==> src/rtl/mem_port_arbiter.sv <==
// rtl/mem_port_arbiter.sv - fair fetch/data arbiter for a single-port 32-bit word memory
// Grants one transfer at a time, runs the memory handshake with timeout, returns a one-cycle ack.
module mem_port_arbiter #(
  parameter int ADDR_W  = 10,
  parameter int TIMEOUT = 15
) (
  input  logic              clock,
  input  logic              reset_n,
  input  logic              i_req,
  input  logic [31:0]       i_addr,
  output logic              i_ack,
  output logic [31:0]       i_rdata,
  output logic              i_err,
  input  logic              d_req,
  input  logic              d_we,
  input  logic [3:0]        d_be,
  input  logic [31:0]       d_addr,
  input  logic [31:0]       d_wdata,
  output logic              d_ack,
  output logic [31:0]       d_rdata,
  output logic              d_err,
  output logic              mem_req,
  output logic              mem_we,
  output logic [3:0]        mem_be,
  output logic [ADDR_W-1:0] mem_addr,
  output logic [31:0]       mem_wdata,
  input  logic [31:0]       mem_rdata,
  input  logic              mem_ack
);

  typedef enum logic [1:0] {IDLE = 2'd0, MEM = 2'd1, RESP = 2'd2} state_t;

  localparam int CNT_W = $clog2(TIMEOUT + 1);
  localparam logic [CNT_W-1:0] CNT_LAST = CNT_W'(TIMEOUT - 1);

  state_t            state, next_state;
  logic              last_d;
  logic              sel_d;
  logic              we_q;
  logic [3:0]        be_q;
  logic [ADDR_W-1:0] addr_q;
  logic [31:0]       wdata_q;
  logic [CNT_W-1:0]  wait_cnt;

  logic              grant_any, grant_d, addr_bad, timed_out;
  logic [31:0]       win_addr;
  logic              resp_fire, resp_d, resp_err;
  logic [31:0]       resp_data;

  // On a tie the port that was not served last wins; last_d resets to fetch.
  always_comb begin
    grant_any = i_req | d_req;
    grant_d   = d_req & (~i_req | ~last_d);
    win_addr  = grant_d ? d_addr : i_addr;
    addr_bad  = (win_addr[1:0] != 2'b00) || (win_addr[31:ADDR_W+2] != '0);
    timed_out = (wait_cnt == CNT_LAST);
  end

  always_ff @(posedge clock or negedge reset_n) begin
    if (!reset_n) state <= IDLE;
    else          state <= next_state;
  end

  // resp_fire loads the granted port's response registers as the FSM enters RESP.
  always_comb begin
    next_state = state;
    resp_fire  = 1'b0;
    resp_d     = sel_d;
    resp_err   = 1'b0;
    resp_data  = '0;
    case (state)
      IDLE: begin
        if (grant_any) begin
          resp_d = grant_d;
          if (addr_bad) begin
            next_state = RESP;
            resp_fire  = 1'b1;
            resp_err   = 1'b1;
          end else begin
            next_state = MEM;
          end
        end
      end
      MEM: begin
        if (mem_ack) begin
          next_state = RESP;
          resp_fire  = 1'b1;
          resp_data  = we_q ? '0 : mem_rdata;
        end else if (timed_out) begin
          next_state = RESP;
          resp_fire  = 1'b1;
          resp_err   = 1'b1;
        end
      end
      RESP:    next_state = IDLE;
      default: next_state = IDLE;
    endcase
  end

  always_ff @(posedge clock or negedge reset_n) begin
    if (!reset_n) begin
      last_d   <= 1'b0;
      sel_d    <= 1'b0;
      we_q     <= 1'b0;
      be_q     <= '0;
      addr_q   <= '0;
      wdata_q  <= '0;
      wait_cnt <= '0;
      i_ack    <= 1'b0;
      i_rdata  <= '0;
      i_err    <= 1'b0;
      d_ack    <= 1'b0;
      d_rdata  <= '0;
      d_err    <= 1'b0;
    end else begin
      i_ack <= 1'b0;
      d_ack <= 1'b0;
      if (state == IDLE && grant_any) begin
        sel_d   <= grant_d;
        addr_q  <= win_addr[ADDR_W+1:2];
        we_q    <= grant_d & d_we;
        be_q    <= (grant_d & d_we) ? d_be : 4'hF;
        wdata_q <= grant_d ? d_wdata : '0;
      end
      if (state == MEM && next_state == MEM) wait_cnt <= wait_cnt + 1'b1;
      else                                   wait_cnt <= '0;
      if (state == RESP) last_d <= sel_d;
      if (resp_fire) begin
        if (resp_d) begin
          d_ack   <= 1'b1;
          d_rdata <= resp_data;
          d_err   <= resp_err;
        end else begin
          i_ack   <= 1'b1;
          i_rdata <= resp_data;
          i_err   <= resp_err;
        end
      end
    end
  end

  assign mem_req   = (state == MEM);
  assign mem_we    = we_q;
  assign mem_be    = be_q;
  assign mem_addr  = addr_q;
  assign mem_wdata = wdata_q;

endmodule

==> config.mk <==
export PLATFORM = sky130hd
export DESIGN_NAME = mem_port_arbiter
export DESIGN_NICKNAME = d
export VERILOG_FILES = /design/src/rtl/mem_port_arbiter.sv
export SDC_FILE = /design/constraint.sdc
export NUM_CORES = 1
export LEC_CHECK = 0
export ABC_CLOCK_PERIOD_IN_PS = 2000
export CAP_MARGIN = 10
export CORE_MARGIN = 8
export CORE_UTILIZATION = 43
export CTS_BUF_LIST = sky130_fd_sc_hd__clkbuf_8
export CTS_CLUSTER_SIZE = 25
export DETAILED_ROUTE_END_ITERATION = 10
export PLACE_DENSITY = 0.84
export SYNTH_ARGS = -nofsm -noshare
export SYNTH_HDL_FRONTEND = slang
export SYNTH_SLANG_ARGS = --single-unit
==> constraint.sdc <==
create_clock -name clock -period 2 [get_ports clock]
set_input_delay 0.4 -clock clock [delete_from_list [all_inputs] [get_ports clock]]
set_output_delay 0.4 -clock clock [all_outputs]
set_load 0.05 [all_outputs]
======== Word-level counts from Yosys, hierarchy flattened ========
Index checks and enable logic that the tools add are counted.
word-level totals
  bits in registers ....................... 123
  output and inout port bits .............. 116
  bits of input ports ..................... 138
  logic and storage cells ................. 59
cells by class
  muxes and demuxes ....................... 25
  add/subtract/negate cells ............... 1
  reduce and logical (&&, ||, !) cells .... 8
  bitwise operators ....................... 7
  eq/ne operators ......................... 4
operator list
  cell                 number
  $mux 32              5
  $reduce_bool 20->1   1
  $mux 1               11
  $mux 2               4
  $mux 4               2
  $add 4x1->4 const B  1
  $eq 2x1->1 const B   2
  $eq 4x4->1 const B   1
  $pmux 1 s2           2
  $pmux 2 s2           1
  $reduce_and 2->1     2
  $not 1->1            3
  $and 1x1->1          2
  $eq 2x2->1 const B   1
  $logic_and 1x1->1    2
  $logic_not 2->1      1
  $or 1x1->1           2
  $reduce_bool 2->1    1
  $logic_or 1x1->1     1

======== Depth between registers and ports, before layout ========
  word-level depth ........................ 12
  mapped depth ............................ 8

======== Worst setup path after synthesis ========
No wires, ideal clock.
  path type ............................... register to register
  from .................................... register state[1]
  to ...................................... register d_rdata[10]
  arrival ................................. 2.123 ns
  cell stages (with the launch flop) ...... 7
  path buffers ............................ 1
  period minus slack after synthesis ...... 2.209 ns
  setup slack ............................. -0.209 ns
  setup time .............................. 0.087 ns
  path through ............................ dfrtp_1 -> nor2b_1 -> nand2_1 -> nor2_1 -> clkbuf_1 -> nand2_1 -> o211ai_1
on the way
  longest elaborated chain between the ends .. 3
RTL lines
  element                            RTL line  source
  start: declaration                 36        state_t state, next_state;
  start signal: assignment           61        else state <= next_state;
  $eq 2x1->1 (*)                     -
  via mem_req                        22        output logic mem_req,
  $pmux 1 s2                         71        case (state)
  $reduce_and 2->1 (no source line)  -
  end signal: assignment             131       d_rdata <= resp_data;
  end: declaration                   20        output logic [31:0] d_rdata,
Mark *: on every way through the listed nets, which the timed path passes. The rest lies on a longest branch.
A chain may end at the register's enable or synchronous reset.

======== Worst setup path in the final report ========
  from .................................... input i_req
  to ...................................... register i_rdata[15]
on the way
  longest elaborated chain between the ends .. 10
RTL lines
  element                                                  RTL line  source
  start: declaration                                       9         input logic i_req,
  $not 1->1                                                53        grant_d = d_req & (~i_req | ~last_d);
  $or 1x1->1                                               53
  $and 1x1->1                                              53
  $mux 32                                                  54        win_addr = grant_d ? d_addr : i_addr;
  $reduce_bool 20->1 or $reduce_bool 2->1 (tied branches)  55        addr_bad = (win_addr[1:0] != 2'b00) || (win_addr[31:ADDR_W+2] != '0);
  $logic_or 1x1->1                                         55
  $mux 1                                                   75        if (addr_bad) begin
  $mux 1                                                   73        if (grant_any) begin
  $pmux 1 s2                                               71
  $reduce_and 2->1 (no source line) (*)                    -
  end signal: assignment                                   135       i_rdata <= resp_data;
  end: declaration                                         12        output logic [31:0] i_rdata,
Mark *: on every way between the ends. The rest lies on a longest branch, timed or not.

==> results.json <==
{
  "track_usage": 0.239,
  "syn_inst": 540,
  "fp.dieH_um": 130,
  "drc_errors": 0,
  "drt_iter0_markers": 475,
  "status": "complete, no violations",
  "critPathKind": "input pin to flop",
  "layout_commonest_cell": "clkdlybuf4s50_1",
  "rows": 41,
  "maxSlewViolCount": 0,
  "placed_area_mm2": 0.00848,
  "critPathLaunchType": "input pin",
  "layout_common_cells": "136 x clkdlybuf4s50_1, 123 x dfrtp_1, 116 x nand2_1",
  "grt_max_degree": 57,
  "crit_fanout": 24,
  "fin_crit_sh": 0.962,
  "ys_top_cells_by_area": "dfrtp_1 55%, o311ai_0 10%, o211ai_1 8.6%, nand2_1 7.8%, a22o_1 5.0%",
  "rsz0062_at_grt": "false",
  "hpwl_um": 14800,
  "required_ns": 2.29,
  "fin_area_mm2": 0.00878,
  "ant_nets": 0,
  "syn_avg_cell_area_um2": 10.4,
  "ys_warn_count": 0,
  "firstDrtPassIters": 7,
  "hp-class": "flop to flop",
  "htree_levels": 4,
  "port-buffer-count": 253,
  "cts-root-buf": "clkbuf_8",
  "drive_gt1_frac": 0.114,
  "arrival_ns": 2.21,
  "p_total_mw": 9.65,
  "cts.sinks": 123,
  "gp_congestion": 0.827,
  "clk_pin_slew_ns": 0.07,
  "vias_per_cell": 5.77,
  "drt_wl_total_um": 20100,
  "yosys.area.top_type": "dfrtp_1",
  "num_vias": 5590,
  "cp-end-kind": "flop",
  "cts_tree": "built",
  "dieArea_mm2": 0.0169,
  "clock_skew_ns": 0.0120,
  "yosysSeqAreaShare": 0.549,
  "cts_buffers": 17,
  "ys_ff_latch": 123,
  "initial_core_util": 0.442,
  "tightest_slew_ns": 0.549,
  "irDropWorstVdd_mv": 1.00,
  "max_slew_margin": 0.635,
  "grt_pass1_vias": 5892,
  "hold_viol": 0,
  "grt_antenna_before_repair": 0,
  "final.min_clock_period_ns": 1.92,
  "fp.dieW_um": 130,
  "synth_fp_nets": 680,
  "fin_ws_ns": 0.0758,
  "clk_latency_ns": 0.44,
  "power_leakage_nw": 3.94,
  "wl_per_cell_um": 20.8,
  "synth.cell_area_mm2": 0.00561,
  "grt_first_pass_wirelength_um": 31200,
  "synthDistinctLibCells": 33,
  "final-setup-viol-count": 0,
  "clk_path_buf_depth": 2,
  "ios": 254,
  "syn2layout_area_growth_pct": 56.7,
  "design.core.area_mm2": 0.0127,
  "place_ws_ns": -0.351,
  "grt_remaining_overflow": 0,
  "nets": 923,
  "postCtsSetupBuffers": 0,
  "yosysTopAreaCellShare": 0.549,
  "power_density_mw_per_mm2": 1100,
  "timing.fmax_mhz": 520,
  "diodes": 0,
  "drv_cap": 0
}
[metal layers]
| layer | vias to the layer above | wire [µm] | GRT usage | share of wire |
|---|---|---|---|---|
| li1 | 2541 | - | - | - |
| met1 | 2736 | 7680 | 0.274 | 0.38 |
| met2 | 282 | 9820 | 0.385 | 0.49 |
| met3 | 31 | 2170 | 0.108 | 0.11 |
| met4 | 0 | 442 | 0.0888 | 0.022 |
| met5 | - | 0 | 0 | 0 |
[power by group]
part           total [mW]  leakage, nW  switching, mW  internal (mW)
registers            3.18         1.64          0.263           2.92
logic                4.20         2.08           2.87           1.33
clock network        2.27        0.227          0.964           1.30
total                9.65         3.94           4.10           5.55
[registers in the layout, indices dropped and copies added (netlist names), 2 cells and up]
signal	count
d_rdata	32
i_rdata	32
mem_addr	10
mem_be	4
mem_wdata	32
state	2
wait_cnt	4
[worst max-delay path, stage by stage]
cell and delay [ns]:
clkdlybuf4s50_1 0.50, a21boi_2 0.35, nor3_2 0.12, buf_4 0.17, buf_12 0.15, o311ai_0 0.36
o211ai_1 0.16
[per-stage QoR]
stage / util / hold WS, ns / setup TNS, ns / cells
after CTS: 0.693 / 0.480 / 0 / 968
after detailed placement: 0.669 / 0.417 / -20.96 / 935
after global routing: 0.693 / 0.493 / 0 / 968
final: 0.693 / 0.478 / 0 / 968
after floorplan: - / 0.104 / 0 / 540
after global placement: 0.669 / 0.396 / -13.61 / 935
[worst paths after layout]
| check | startpoint | to | slack, ns | cells after the start |
|---|---|---|---|---|
| min in group asynchronous | reset_n | i_rdata[28] | 0.49 | 2 |
| max in group asynchronous | reset_n | d_rdata[11] | 0.85 | 3 |
| max | i_req | i_rdata[15] | 0.08 | 7 |
| min reg2reg | mem_addr[9] | mem_addr[9] | 0.48 | 2 |
| min | mem_addr[9] | mem_addr[9] | 0.48 | 2 |
| max reg2reg | state[1] | d_rdata[5] | 0.16 | 5 |
[cell type report]
cell class                      instances  area (µm²)
Clock buffer                           20         275
Clock inverter                         12         130
Fill cell                             969        3890
Inverter                                4        15.0
Multi-Input combinational cell        356        2300
Sequential cell                       123        3080
Tap cell                              172         215
Timing Repair Buffer                  281        2770
[synth_stat cells]
cell,instances
o21ai_1,1
nand3b_1,1
or3b_1,1
nor2_1,15
o211ai_1,64
mux2i_1,10
o311ai_0,64
o32a_1,1
nor4_1,10
nor3_1,1
ha_1,2
a22oi_2,1
clkbuf_1,32
nor2b_1,1
dfrtp_1,123
or3_1,1
nand2b_1,2
inv_1,4
nand2_1,117
a31oi_1,2
xor2_1,1
buf_2,24
xnor2_1,1
a21oi_1,3
nand4_1,2
and2_1,1
o21ai_0,17
a22o_1,32
nand3_1,2
nor3b_1,1
a21boi_2,1
buf_4,1
o2bb2ai_1,1
[kinds of logic after synthesis]
group / after synthesis / share of synthesized area
muxes: 10 / 0.0179
AOI/OAI and AO/OA: 187 / 0.264
adders and majority gates: 2 / 0.00446
and+or+nand+nor: 155 / 0.114
buffers and inverters: 61 / 0.0469
DFF: 123 / 0.549
xor gates and xnor gates: 2 / 0.00313
[what timing repair did]
action / 4_1_cts / 5_1_grt
endpoints found under the hold margin: 34 / 0
endpoints found under the setup margin: 91 / 20
resized for setup: 91 / 1
hold buffers: 1 / 0
(Power assumes the default switching activity.)
